**src/rtl/serial_tx.sv**
```systemverilog
// Parallel-in, serial-out transmitter: MSB-first, busy framing and a done pulse.
// Define PARITY_EN to append an even-parity bit after the LSB of every frame.
module serial_tx #(
    parameter int   WIDTH      = 8,
    parameter logic IDLE_LEVEL = 1'b0
) (
    input  logic             clk,
    input  logic             rst_n,
    input  logic [WIDTH-1:0] data,
    input  logic             valid,
    output logic             ready,
    output logic             out,
    output logic             busy,
    output logic             done
);

    localparam int CNT_W = $clog2(WIDTH);
    localparam logic [CNT_W-1:0] CNT_LAST = CNT_W'(WIDTH - 1);

    localparam logic [1:0] S_IDLE   = 2'd0;
    localparam logic [1:0] S_SHIFT  = 2'd1;
`ifdef PARITY_EN
    localparam logic [1:0] S_PARITY = 2'd2;
`else
    localparam logic [CNT_W-1:0] CNT_PRE = CNT_W'(WIDTH - 2);
`endif

    logic [1:0]       state_q, state_d;
    logic [WIDTH-1:0] shift_q, shift_d;
    logic [CNT_W-1:0] cnt_q,   cnt_d;
    logic             out_q,   out_d;
    logic             busy_q,  busy_d;
    logic             done_q,  done_d;
    logic             last_cycle;
    logic             accept;
`ifdef PARITY_EN
    logic             parity_q, parity_d;
`endif

    // The last frame cycle is the only SHIFT/PARITY cycle that can take a new word.
`ifdef PARITY_EN
    assign last_cycle = (state_q == S_PARITY);
`else
    assign last_cycle = (state_q == S_SHIFT) && (cnt_q == CNT_LAST);
`endif

    assign ready  = (state_q == S_IDLE) || last_cycle;
    assign accept = valid && ready;

    always_comb begin
        // NOTE: every next-state signal gets a default first so no path leaves one unassigned (no latches).
        state_d = state_q;
        shift_d = shift_q;
        cnt_d   = cnt_q;
        out_d   = IDLE_LEVEL;
        busy_d  = 1'b0;
        done_d  = 1'b0;
`ifdef PARITY_EN
        parity_d = parity_q;
`endif
        if (accept) begin
            state_d = S_SHIFT;
            shift_d = data;
            cnt_d   = '0;
            out_d   = data[WIDTH-1];
            busy_d  = 1'b1;
`ifdef PARITY_EN
            parity_d = ^data;
`endif
        end else if ((state_q == S_SHIFT) && (cnt_q != CNT_LAST)) begin
            shift_d = shift_q << 1;
            cnt_d   = cnt_q + CNT_W'(1);
            out_d   = shift_d[WIDTH-1];
            busy_d  = 1'b1;
`ifndef PARITY_EN
            done_d  = (cnt_q == CNT_PRE);
`endif
`ifdef PARITY_EN
        end else if (state_q == S_SHIFT) begin
            state_d = S_PARITY;
            out_d   = parity_q;
            busy_d  = 1'b1;
            done_d  = 1'b1;
`endif
        end else begin
            state_d = S_IDLE;
            cnt_d   = '0;
        end
    end

    // NOTE: sequential state uses non-blocking assignments so all flops update together at the edge.
    always_ff @(posedge clk or negedge rst_n) begin
        if (!rst_n) begin
            state_q <= S_IDLE;
            shift_q <= '0;
            cnt_q   <= '0;
            out_q   <= IDLE_LEVEL;
            busy_q  <= 1'b0;
            done_q  <= 1'b0;
`ifdef PARITY_EN
            parity_q <= 1'b0;
`endif
        end else begin
            state_q <= state_d;
            shift_q <= shift_d;
            cnt_q   <= cnt_d;
            out_q   <= out_d;
            busy_q  <= busy_d;
            done_q  <= done_d;
`ifdef PARITY_EN
            parity_q <= parity_d;
`endif
        end
    end

    assign out  = out_q;
    assign busy = busy_q;
    assign done = done_q;

endmodule

```
**config.mk**
```make
export PLATFORM = sky130hd
export DESIGN_NAME = serial_tx
export DESIGN_NICKNAME = d
export VERILOG_FILES = /design/src/rtl/serial_tx.sv
export SDC_FILE = /design/constraint.sdc
export NUM_CORES = 1
export LEC_CHECK = 0
export BUFFER_PORTS_ARGS = -buffer_cell sky130_fd_sc_hd__buf_2
export CORE_MARGIN = 2
export CORE_UTILIZATION = 50
export DETAILED_ROUTE_END_ITERATION = 8
export GPL_ROUTABILITY_DRIVEN = 0
export PLACE_DENSITY = 0.75
export SYNTH_ARGS = -nofsm -noshare
export SYNTH_HDL_FRONTEND = slang
export SYNTH_SLANG_ARGS = --single-unit
```
**constraint.sdc**
```tcl
create_clock -name clk -period 3.4 [get_ports clk]
set_clock_uncertainty 0.2 [all_clocks]
set_input_delay 0.17 -clock clk [delete_from_list [all_inputs] [get_ports clk]]
set_output_delay 0.17 -clock clk [all_outputs]
set_load 0.05 [all_outputs]
```
==> run summary <==
Post-synth EDFFs: 0
Post-route DRC: 0
share of cells above drive strength 1: 49.21%
distinct cell type count after synthesis: 15
io pins: 15
core area: 0.001285 mm²
Main synth FF type: dfrtp_1
largest net degree at the start of global routing: 15
CP max-delay cell: dfrtp_1
die area: 0.001659 mm²
Final nets: 79
critical path required time: 3.03 ns
Clk Latency, worst-skew pair: 0.27 ns
setup_tns: 0 ns
most frequent CP cell: ha_1
Layout Utilization: 61.73%
area grow syn2layout: 17.63%
post-CTS setup buffers: 0
Post-Route WL: 997 µm
post-synthesis sequential area ratio: 51.95%
Finish-stage setup viols: 0
top cell type's share of synthesized area: 51.95%
Final Hold Viols: 0
worst setup path category: reg2out
Worst-path clk slew: 0.08 ns
min Tclk post-route: 2.011 ns
Detail Placement HPWL: 721.4 µm
Root Buffer: clkbuf_4
register share of total power: 41.8%
Tcrit/Tclk final: 59.16%
Net Count, Synth: 59
DRT antenna net count: 0
Mean Syn Cell Area: 14.99 µm²
Starting DRT DRC Count: 1
Slew Viols, Final: 0
Post-Syn Area: 674.4 µm²
worst-path cell chain: ha_1, ha_1, nor2b_4, inv_2, buf_2
FILL cells: 104
top-count cell post-synth: dfrtp_1
Worst-Margin Slew: 0.3007 ns
first-pass GRT wire length: 1587 µm
router iterations before antenna repair: 2
max cap viols: 0
post-synth top area cell: dfrtp_1
RSZ-0062 raised after global routing: false
CTS buffer count: 3
Clk pwr share: 14.8%
Resized cells post-CTS: 0
Area contributors post-synth: dfrtp_1 52%, mux2_4 27%, ha_1 5.6%
drt via density: 4.782
Worst slew margin: 79.95%
H-tree levels: 1
sw power: 0.2192 mW
# clock sinks: 14
I/O Buffers: 14
row count: 13
Leak: 0.4245 nW
VDD IR max: 434.0 µV
combinational power share: 43.3%
FMAX: 497.1 MHz
Die Height: 40.73 µm
Mapped Cells: 45
Die X: 40.73 µm
Hold Path Class: in2reg
worst path arrival time: 1.64 ns
#FFs+latches synth: 14
gr usage total: 15.54%
max incr delay on CP: 0.41 ns
crit end category: output port
YS warnings: 0
Vias: 373
critical path peak fanout: 11
CTS tree: built
Async SR Flop Fraction: 100.0%
vias in the first global route: 368
starting density of the core: 52.48%
Top delay family on crit path: adder cells
total gr overflow: 0
critical path buffer and inverter count: 2
Routed WL per cell: 12.78 µm
pwr/cell area: 774.9 mW/mm²
Startpoint Class: register
Diodes inserted: 0
Int Pwr: 0.3955 mW
outcome: complete, no violations
initial antenna violation count: 0
sw frac: 35.66%
maximum clock path buffer count: 2
commonest cells in the netlist: 14 x dfrtp_1, 12 x mux2_4, 3 x ha_1, 3 x nor2_1
## layout make-up
class                      instances  area [µm²]  area share [%]
sequential                        14       350.3           44.16
inverter                           2       7.507          0.9464
multi-input combinational         27       294.0           37.07
clock buffer                       3       22.52           2.839
tap                               15       18.77           2.366
timing repair buffer              17       100.1           12.62
## flip-flops by register name (all words and copies together), names as in the netlist
register	cells
busy	1
cnt_q	3
done	1
out	1
shift_q	7
state_q	1
## worst min-delay path, stage by stage
cell and delay [ns]:
buf_2 0.08, mux2_4 0.12, mux2_4 0.12
## placed cells by master, fill, tap and decap left out
cell type	netlist	final
dfrtp_1	14	14
buf_2	0	14
mux2_4	12	12
nor2_1	3	3
ha_1	3	3
clkbuf_4	0	3
dlygate4sd3_1	0	3
nand2b_1	2	2
nor2b_4	1	1
inv_2	1	1
inv_1	1	1
nand2_1	1	1
nand3b_1	1	1
o21ai_0	1	1
and2_1	1	1
and3_1	1	1
mux2i_1	1	1
## routing by layer
layer | track usage [%] | vias to the layer above | share of wire [%]
met1 | 19.38 | 169 | 48
li1 | - | 187 | -
met3 | 6.522 | 2 | 5.3
met2 | 24.21 | 15 | 45
met4 | 5.000 | 0 | 0.80
met5 | 0 | - | 0
## worst paths after layout
kind                                   end  slack (ns)      from  cells past startpoint
worst min-delay path            shift_q[2]        0.05   data[2]                      3
worst min register to register    cnt_q[0]        0.28  cnt_q[0]                      1
worst max-delay path                 ready        1.39  cnt_q[0]                      5
max in group asynchronous         cnt_q[0]        2.65     rst_n                      2
min in group asynchronous             busy        0.12     rst_n                      2
worst max register to register  shift_q[3]        1.64  cnt_q[0]                      5
## power groups by stage
| stage | clock [mW] | sequential, mW | combinational [mW] |
|---|---|---|---|
| floorplan | 0 | 0.289 | 0.196 |
| global placement | 0 | 0.258 | 0.263 |
| detailed placement | 0 | 0.262 | 0.267 |
| CTS | 0.0938 | 0.259 | 0.270 |
| global route | 0.0996 | 0.265 | 0.295 |
| finish | 0.0912 | 0.257 | 0.266 |
## stage by stage
step / hold slack (ns) / std cells / worst slack, ns / total power, mW / area, µm²
floorplan: -0.3256 / 45 / 1.645 / 0.4850 / 674.4
global placement: -0.1212 / 72 / 1.703 / 0.5208 / 740.7
detailed placement: -0.1223 / 72 / 1.645 / 0.5282 / 740.7
CTS: 0.04771 / 78 / 1.375 / 0.6225 / 793.3
global route: 0.04263 / 78 / 1.277 / 0.6594 / 793.3
finish: 0.04966 / 78 / 1.389 / 0.6147 / 793.3
## kinds of logic after synthesis
| family | share of synthesized area, % |
|---|---|
| mux | 28.20 |
| compound gates | 0.7414 |
| flops | 51.95 |
| buf+inv | 4.451 |
| simple gates | 9.091 |
| fa+ha+maj | 5.566 |
## repair_timing
item | in CTS | in global routing
endpoints found under the setup margin | 0 | 0
hold buffers | 3 | 0
hold endpoints to repair | 16 | 0
Power figures use the tool's default switching activity.
